File: config.mk
export PLATFORM = sky130hd
export DESIGN_NAME = oled_spi_sink
export DESIGN_NICKNAME = d
export VERILOG_FILES = /design/src/rtl/oled_pkg.sv /design/src/rtl/oled_spi_sink_spi_byte_rx.sv /design/src/rtl/oled_spi_sink.sv
export SDC_FILE = /design/constraint.sdc
export NUM_CORES = 1
export LEC_CHECK = 0
export ABC_AREA = 1
export CAP_MARGIN = 20
export CORE_ASPECT_RATIO = 2
export CORE_MARGIN = 2
export CORE_UTILIZATION = 44
export DETAILED_ROUTE_END_ITERATION = 10
export GPL_TIMING_DRIVEN = 0
export PLACE_DENSITY = 0.65
export SYNTH_ARGS = -nofsm -noshare
export SYNTH_HDL_FRONTEND = slang
export SYNTH_SLANG_ARGS = --single-unit
File: constraint.sdc
create_clock -name clk -period 2.06 [get_ports clk]
set_clock_uncertainty 0.2 [all_clocks]
set_input_delay 0.412 -clock clk [delete_from_list [all_inputs] [get_ports clk]]
set_output_delay 0.412 -clock clk [all_outputs]
set_load 0.03 [all_outputs]
File: src/rtl/oled_pkg.sv
// Shared constants, FSM state type and window check for the OLED SPI sink.
package oled_pkg;

    localparam logic [7:0] CMD_NOP     = 8'h00;
    localparam logic [7:0] CMD_SWRESET = 8'h01;
    localparam logic [7:0] CMD_CASET   = 8'h2A;
    localparam logic [7:0] CMD_RASET   = 8'h2B;
    localparam logic [7:0] CMD_RAMWR   = 8'h2C;

    localparam int C_X_SIZE_DEF     = 160;
    localparam int C_Y_SIZE_DEF     = 80;
    localparam int C_COLOR_BITS_DEF = 16;

    typedef enum logic [2:0] {
        ST_CMD       = 3'd0,
        ST_CASET_ARG = 3'd1,
        ST_RASET_ARG = 3'd2,
        ST_RAMWR_HI  = 3'd3,
        ST_RAMWR_LO  = 3'd4
    } oled_state_e;

    // A window is accepted only if it is ordered and fits inside the panel.
    function automatic logic window_ok(input logic [15:0] start_v,
                                       input logic [15:0] end_v,
                                       input logic [15:0] size_v);
        return (start_v <= end_v) && (end_v < size_v);
    endfunction

endpackage

File: src/rtl/oled_spi_sink_spi_byte_rx.sv
// Oversampling SPI byte receiver: synchronizers, oled_clk rise detect, MSB-first shifter.
module oled_spi_sink_spi_byte_rx (
    input  logic       clk,
    input  logic       rst,
    input  logic       oled_csn,
    input  logic       oled_clk,
    input  logic       oled_mosi,
    input  logic       oled_dc,
    input  logic       oled_resn,
    output logic       byte_valid,
    output logic [7:0] rx_byte,
    output logic       byte_dc,
    output logic       frag_err,
    output logic       resn_sync
);

    logic       csn_s1_q, csn_s2_q, csn_s3_q;
    logic       sclk_s1_q, sclk_s2_q, sclk_s3_q;
    logic       mosi_s1_q, mosi_s2_q;
    logic       dc_s1_q, dc_s2_q;
    logic       resn_s1_q, resn_s2_q;
    logic [2:0] bit_cnt_q, bit_cnt_d;
    logic [6:0] shift_q, shift_d;
    logic [7:0] byte_q, byte_d;
    logic       byte_dc_q, byte_dc_d;
    logic       byte_valid_q, byte_valid_d;
    logic       frag_err_q, frag_err_d;
    logic       rise_s;

    // Two-flop synchronizers plus the extra stage used for edge detection.
    always_ff @(posedge clk) begin
        if (rst) begin
            csn_s1_q  <= 1'b1;
            csn_s2_q  <= 1'b1;
            csn_s3_q  <= 1'b1;
            sclk_s1_q <= 1'b0;
            sclk_s2_q <= 1'b0;
            sclk_s3_q <= 1'b0;
            mosi_s1_q <= 1'b0;
            mosi_s2_q <= 1'b0;
            dc_s1_q   <= 1'b0;
            dc_s2_q   <= 1'b0;
            resn_s1_q <= 1'b1;
            resn_s2_q <= 1'b1;
        end else begin
            csn_s1_q  <= oled_csn;
            csn_s2_q  <= csn_s1_q;
            csn_s3_q  <= csn_s2_q;
            sclk_s1_q <= oled_clk;
            sclk_s2_q <= sclk_s1_q;
            sclk_s3_q <= sclk_s2_q;
            mosi_s1_q <= oled_mosi;
            mosi_s2_q <= mosi_s1_q;
            dc_s1_q   <= oled_dc;
            dc_s2_q   <= dc_s1_q;
            resn_s1_q <= oled_resn;
            resn_s2_q <= resn_s1_q;
        end
    end

    assign rise_s = sclk_s2_q & ~sclk_s3_q & ~csn_s2_q;

    // Bit counting and byte assembly; a deselect mid-byte drops the fragment.
    always_comb begin
        bit_cnt_d    = bit_cnt_q;
        shift_d      = shift_q;
        byte_d       = byte_q;
        byte_dc_d    = byte_dc_q;
        byte_valid_d = 1'b0;
        frag_err_d   = 1'b0;
        if (csn_s2_q) begin
            bit_cnt_d  = 3'd0;
            frag_err_d = ~csn_s3_q && (bit_cnt_q != 3'd0);
        end else if (rise_s) begin
            shift_d = {shift_q[5:0], mosi_s2_q};
            if (bit_cnt_q == 3'd7) begin
                byte_valid_d = 1'b1;
                byte_d       = {shift_q, mosi_s2_q};
                byte_dc_d    = dc_s2_q;
                bit_cnt_d    = 3'd0;
            end else begin
                bit_cnt_d = bit_cnt_q + 3'd1;
            end
        end else begin
            bit_cnt_d = bit_cnt_q;
        end
    end

    // Receiver state register.
    always_ff @(posedge clk) begin
        if (rst) begin
            bit_cnt_q    <= 3'd0;
            shift_q      <= 7'd0;
            byte_q       <= 8'd0;
            byte_dc_q    <= 1'b0;
            byte_valid_q <= 1'b0;
            frag_err_q   <= 1'b0;
        end else begin
            bit_cnt_q    <= bit_cnt_d;
            shift_q      <= shift_d;
            byte_q       <= byte_d;
            byte_dc_q    <= byte_dc_d;
            byte_valid_q <= byte_valid_d;
            frag_err_q   <= frag_err_d;
        end
    end

    assign byte_valid = byte_valid_q;
    assign rx_byte    = byte_q;
    assign byte_dc    = byte_dc_q;
    assign frag_err   = frag_err_q;
    assign resn_sync  = resn_s2_q;

endmodule

File: src/rtl/oled_spi_sink.sv
// ST7735-style display sink: decodes CASET/RASET/RAMWR/SWRESET and emits pixel writes.
module oled_spi_sink
    import oled_pkg::*;
#(
    parameter int C_x_size     = C_X_SIZE_DEF,
    parameter int C_y_size     = C_Y_SIZE_DEF,
    parameter int C_color_bits = C_COLOR_BITS_DEF,
    localparam int C_x_bits    = $clog2(C_x_size),
    localparam int C_y_bits    = $clog2(C_y_size)
) (
    input  logic                    clk,
    input  logic                    rst,
    input  logic                    oled_csn,
    input  logic                    oled_clk,
    input  logic                    oled_mosi,
    input  logic                    oled_dc,
    input  logic                    oled_resn,
    output logic                    cmd_valid,
    output logic [7:0]              cmd,
    output logic                    pix_valid,
    output logic [C_x_bits-1:0]     pix_x,
    output logic [C_y_bits-1:0]     pix_y,
    output logic [C_color_bits-1:0] pix_color,
    output logic                    frame_done,
    output logic                    err
);

    localparam logic [15:0]         C_x_lim = 16'(C_x_size);
    localparam logic [15:0]         C_y_lim = 16'(C_y_size);
    localparam logic [C_x_bits-1:0] C_x_max = C_x_bits'(C_x_size - 1);
    localparam logic [C_y_bits-1:0] C_y_max = C_y_bits'(C_y_size - 1);

    logic        byte_valid_s;
    logic [7:0]  rx_byte_s;
    logic        byte_dc_s;
    logic        frag_err_s;
    logic        resn_sync_s;
    logic [15:0] start_s, end_s;
    logic        clear_s;

    oled_state_e state_q, state_d;
    logic [C_x_bits-1:0] xs_q, xs_d, xe_q, xe_d, cur_x_q, cur_x_d;
    logic [C_y_bits-1:0] ys_q, ys_d, ye_q, ye_d, cur_y_q, cur_y_d;
    logic [1:0]  arg_cnt_q, arg_cnt_d;
    logic [23:0] arg_q, arg_d;
    logic [7:0]  hi_q, hi_d;

    logic                    cmd_valid_q, cmd_valid_d;
    logic [7:0]              cmd_q, cmd_d;
    logic                    pix_valid_q, pix_valid_d;
    logic [C_x_bits-1:0]     pix_x_q, pix_x_d;
    logic [C_y_bits-1:0]     pix_y_q, pix_y_d;
    logic [C_color_bits-1:0] pix_color_q, pix_color_d;
    logic                    frame_done_q, frame_done_d;
    logic                    err_q, err_d;

    oled_spi_sink_spi_byte_rx u_rx (
        .clk        (clk),
        .rst        (rst),
        .oled_csn   (oled_csn),
        .oled_clk   (oled_clk),
        .oled_mosi  (oled_mosi),
        .oled_dc    (oled_dc),
        .oled_resn  (oled_resn),
        .byte_valid (byte_valid_s),
        .rx_byte    (rx_byte_s),
        .byte_dc    (byte_dc_s),
        .frag_err   (frag_err_s),
        .resn_sync  (resn_sync_s)
    );

    assign start_s = arg_q[23:8];
    assign end_s   = {arg_q[7:0], rx_byte_s};
    assign clear_s = rst | ~resn_sync_s;

    // Command decode, argument collection, window commit and cursor advance.
    always_comb begin
        state_d      = state_q;
        xs_d         = xs_q;
        xe_d         = xe_q;
        ys_d         = ys_q;
        ye_d         = ye_q;
        cur_x_d      = cur_x_q;
        cur_y_d      = cur_y_q;
        arg_cnt_d    = arg_cnt_q;
        arg_d        = arg_q;
        hi_d         = hi_q;
        cmd_valid_d  = 1'b0;
        cmd_d        = cmd_q;
        pix_valid_d  = 1'b0;
        pix_x_d      = pix_x_q;
        pix_y_d      = pix_y_q;
        pix_color_d  = pix_color_q;
        frame_done_d = 1'b0;
        err_d        = frag_err_s;
        if (byte_valid_s && !byte_dc_s) begin
            if (rx_byte_s != CMD_NOP) begin
                cmd_valid_d = 1'b1;
                cmd_d       = rx_byte_s;
                arg_cnt_d   = 2'd0;
                case (rx_byte_s)
                    CMD_CASET: state_d = ST_CASET_ARG;
                    CMD_RASET: state_d = ST_RASET_ARG;
                    CMD_RAMWR: begin
                        state_d = ST_RAMWR_HI;
                        cur_x_d = xs_q;
                        cur_y_d = ys_q;
                    end
                    CMD_SWRESET: begin
                        state_d = ST_CMD;
                        xs_d    = '0;
                        xe_d    = C_x_max;
                        ys_d    = '0;
                        ye_d    = C_y_max;
                    end
                    default: state_d = ST_CMD;
                endcase
            end else begin
                state_d = state_q;
            end
        end else if (byte_valid_s) begin
            case (state_q)
                ST_CASET_ARG, ST_RASET_ARG: begin
                    if (arg_cnt_q == 2'd3) begin
                        state_d   = ST_CMD;
                        arg_cnt_d = 2'd0;
                        if (state_q == ST_CASET_ARG && window_ok(start_s, end_s, C_x_lim)) begin
                            xs_d = start_s[C_x_bits-1:0];
                            xe_d = end_s[C_x_bits-1:0];
                        end else if (state_q == ST_RASET_ARG && window_ok(start_s, end_s, C_y_lim)) begin
                            ys_d = start_s[C_y_bits-1:0];
                            ye_d = end_s[C_y_bits-1:0];
                        end else begin
                            err_d = 1'b1;
                        end
                    end else begin
                        arg_d     = {arg_q[15:0], rx_byte_s};
                        arg_cnt_d = arg_cnt_q + 2'd1;
                    end
                end
                ST_RAMWR_HI: begin
                    hi_d    = rx_byte_s;
                    state_d = ST_RAMWR_LO;
                end
                ST_RAMWR_LO: begin
                    state_d      = ST_RAMWR_HI;
                    pix_valid_d  = 1'b1;
                    pix_x_d      = cur_x_q;
                    pix_y_d      = cur_y_q;
                    pix_color_d  = {hi_q, rx_byte_s};
                    frame_done_d = (cur_x_q == xe_q) && (cur_y_q == ye_q);
                    if (cur_x_q < xe_q) begin
                        cur_x_d = cur_x_q + 1'b1;
                    end else begin
                        cur_x_d = xs_q;
                        if (cur_y_q < ye_q) begin
                            cur_y_d = cur_y_q + 1'b1;
                        end else begin
                            cur_y_d = ys_q;
                        end
                    end
                end
                default: state_d = ST_CMD;
            endcase
        end else begin
            state_d = state_q;
        end
    end

    // Decoder and output registers; display reset clears them like rst.
    always_ff @(posedge clk) begin
        if (clear_s) begin
            state_q      <= ST_CMD;
            xs_q         <= '0;
            xe_q         <= C_x_max;
            ys_q         <= '0;
            ye_q         <= C_y_max;
            cur_x_q      <= '0;
            cur_y_q      <= '0;
            arg_cnt_q    <= 2'd0;
            arg_q        <= 24'd0;
            hi_q         <= 8'd0;
            cmd_valid_q  <= 1'b0;
            cmd_q        <= 8'd0;
            pix_valid_q  <= 1'b0;
            pix_x_q      <= '0;
            pix_y_q      <= '0;
            pix_color_q  <= '0;
            frame_done_q <= 1'b0;
            err_q        <= 1'b0;
        end else begin
            state_q      <= state_d;
            xs_q         <= xs_d;
            xe_q         <= xe_d;
            ys_q         <= ys_d;
            ye_q         <= ye_d;
            cur_x_q      <= cur_x_d;
            cur_y_q      <= cur_y_d;
            arg_cnt_q    <= arg_cnt_d;
            arg_q        <= arg_d;
            hi_q         <= hi_d;
            cmd_valid_q  <= cmd_valid_d;
            cmd_q        <= cmd_d;
            pix_valid_q  <= pix_valid_d;
            pix_x_q      <= pix_x_d;
            pix_y_q      <= pix_y_d;
            pix_color_q  <= pix_color_d;
            frame_done_q <= frame_done_d;
            err_q        <= err_d;
        end
    end

    assign cmd_valid  = cmd_valid_q;
    assign cmd        = cmd_q;
    assign pix_valid  = pix_valid_q;
    assign pix_x      = pix_x_q;
    assign pix_y      = pix_y_q;
    assign pix_color  = pix_color_q;
    assign frame_done = frame_done_q;
    assign err        = err_q;

endmodule

==> metrics.txt <==
Chip Height 182 um; sequential share of power 48.4%; PnR worst setup slack -0.200 ns; setup_tns -4.72 ns; multi-input logic area 3640 um2; Req. time, crit path 2.17 ns; hold depth 2; Pwr Total 6.32 mW; worst skew pair latency 0.43 ns; die area 17000 um2; Die X 93.1 um; clock buffer depth 2; final WL 21000 um; net load switching power 1.41 mW; number of I/O pins 50; CP startpoint kind flip-flop; Clock transition at path regs 0.07 ns; Worst Path Arrival 2.37 ns; reg-to-reg endpoint xe_q[6]$_SDFFE_PP0P_; global route overflow 0; static leakage 4.16 nW; antenna violations before repair 0; depth of the CTS H-tree 4; Slew headroom 67.3%; Period minus WS final 2.26 ns; pin count of the biggest net entering global routing 17; PwrDens 674 nW/um2; Slew Viols, Final 0; drt wl/cell 16.9 um; most frequent cell after synthesis dfxtp_1; Initial DRT Pass Iterations 6; Port Buf Inserts 49; area leader, netlist dfxtp_1; synthesis-stage register bit count 158; Mapped Nets 965; Initial DRC Count 397; clock root cell clkbuf_16; DRC viols 0; Synth top area share 45.2%; Post-Syn Instances 921; switching portion of total power 22.3%; GR Util All Layers 25.5%; RSZ-0062 raised after global routing true; DP Cell Count 1171; Avg Cell Area, Syn 7.59 um2; fmax 0.442 GHz; Top FF cell, synth dfxtp_1; Layout fillers 1387; share of cells above drive strength 1 22.4%; Hold EP u_rx.sclk_s2_q$_SDFF_PP0_; Synth Warn # 0; first-pass GRT wire length 33000 um; synth top area cells dfxtp_1 45%, a21oi_1 9.1%, nand2_1 7.9%; Hold Fails Final Rpt 0; vias in the first global route 6529; antenna violation net count after detailed routing 0; Finish-stage setup viols 36; Seq/Total Area, Yosys 45.2%; n_diodes 0; Hold/Removal Path Class flip-flop to flip-flop; max-cap viol count 0; R2R Setup Slk -0.20 ns; CTS buffer count 17; nets@finish 1078; Comb power frac 2.3%; Post-synth EDFFs 0; Post-synth top cells 158 x dfxtp_1, 147 x nand2_1, 127 x a21oi_1; clock power share 49.3%; Async S/R FF share, synth 0%; clk sink count 158; placer's final routability congestion estimate 0.863; Hold Path Origin u_rx.sclk_s1_q$_SDFF_PP0_; Setup WS pre-CTS -0.789 ns; failing checks negative setup slack; Worst-Margin Slew 0.490 ns; unique cell type count in the Yosys netlist 38; Worst R2R Start u_rx.rx_byte[7]$_SDFFE_PP0P_; Setup crit end kind flip-flop; CTS tree built; vias post-DR 6602; worst reg-to-reg path cell count 14; Core Area 15700 um2; CP Max Fanout 7; Non-Filler Instances 1246; Post-Syn Area 6990 um2; FF/Latch Area 3220 um2; Initial Util 44.5%; Pint 4.91 mW; Area growth syn-to-layout 34.1%; crit path kind flip-flop to flip-flop; CTS hold repair buffers 0; Detailed Place HPWL 14800 um; vias per inst 5.30; run status finished, violations left; peak supply drop 704 uV; Rows 65; Final period util 110%
-- cell usage in the layout (no fill, tap or decap), types with 10 or more instances in the layout --
master / count
dlygate4sd2_1: 19
nor2_1: 59
a21oi_1: 114
buf_6: 16
inv_1: 102
o21ai_0: 79
clkdlybuf4s50_1: 13
dlymetal6s2s_1: 17
dfxtp_2: 16
nand2_1: 129
nand2_2: 14
a21oi_2: 13
ha_1: 27
buf_4: 33
nand3_2: 22
dfxtp_1: 132
clkbuf_16: 17
dfxtp_4: 10
clkbuf_1: 15
nand3_1: 55
o21ai_1: 10
ha_4: 10
clkbuf_2: 11
-- area by class of cell --
class	count	share of cell area (%)
Multi-Input combinational cell	603	38.8
Sequential cell	158	34.3
Timing Repair Buffer	95	9.97
Inverter	117	5.12
Clock buffer	18	4.68
Buffer	42	2.89
Tap cell	201	2.68
Clock inverter	12	1.48
-- state kept, by name, summed over array words and instances, names as in the netlist, 2 cells and up --
name,cells
cur_y_q,7
xs_q,8
pix_y,7
pix_color,16
u_rx.bit_cnt_q,3
arg_q,24
ye_q,7
hi_q,8
arg_cnt_q,2
pix_x,8
xe_q,8
ys_q,7
cur_x_q,8
state_q,3
u_rx.rx_byte,8
cmd,8
u_rx.shift_q,7
-- power groups by stage --
stage          registers [mW]  logic (mW)  clock network [mW]
3_3_place_gp             3.14       0.138                   0
6_report                 3.06       0.146                3.12
3_5_place_dp             3.14       0.139                   0
4_1_cts                  3.06       0.144                3.15
2_1_floorplan            3.14      0.0838                   0
5_1_grt                  3.06       0.165                3.26
-- per-layer routing --
layer	vias to the layer above	wire [um]	GRT usage, %
met4	0	1900	22.1
li1	3262	-	-
met1	3053	6930	23.0
met3	88	680	3.96
met5	-	0	0
met2	199	11500	47.3
-- kinds of logic (layout without fill, tap and decap cells) --
group	Yosys count	in the layout	synth area share (%)
XOR/XNOR	11	11	1.38
flip-flops	158	158	45.2
AND/OR/NAND/NOR	325	325	20.5
AO/OA/AOI/OAI	230	230	17.1
adder cells (fa/ha/maj)	37	37	6.62
buffers and inverters	160	284	9.18
-- worst max path at each step --
stage,start,endpoint,cells past startpoint
final,u_rx.rx_byte[7]$_SDFFE_PP0P_,xe_q[6]$_SDFFE_PP0P_,14
after global routing,u_rx.rx_byte[7]$_SDFFE_PP0P_,xe_q[6]$_SDFFE_PP0P_,14
after CTS,u_rx.rx_byte[7]$_SDFFE_PP0P_,xs_q[6]$_SDFFE_PP0P_,14
after detailed placement,rst,hi_q[2]$_SDFFE_PP0P_,7
after global placement,rst,hi_q[5]$_SDFFE_PP0P_,7
after floorplan,u_rx.rx_byte[5]$_SDFFE_PP0P_,ye_q[5]$_SDFFE_PP0P_,15
-- worst max-delay path: stages, from the launching register on --
cell and delay (ns):
dfxtp_4 0.38, clkinvlp_4 0.19, ha_4 0.29, a21o_1 0.15, nor2_1 0.10, nand2_1 0.06
nand2_1 0.05, nand2_1 0.05, nand2_2 0.13, nand2_4 0.09, nand2_8 0.13, buf_6 0.12
nand3_1 0.06, nand2_1 0.08, nor2_1 0.04
-- stage by stage --
| step | cell area, um2 | util (%) | hold slack (ns) |
|---|---|---|---|
| after floorplan | 7000 | - | 0.173 |
| after global placement | 7740 | 49.3 | 0.190 |
| after detailed placement | 7740 | 49.3 | 0.193 |
| after CTS | 9000 | 57.3 | 0.203 |
| after global routing | 9380 | 59.8 | 0.217 |
| final | 9380 | 59.8 | 0.205 |
-- timing repair --
item,CTS,global route
resized for setup,151,87
endpoints found under the hold margin,0,0
endpoints found under the setup margin,137,139
cloned,4,2
pin swaps,17,22
setup buffers,25,17
(Power assumes the default switching activity.)
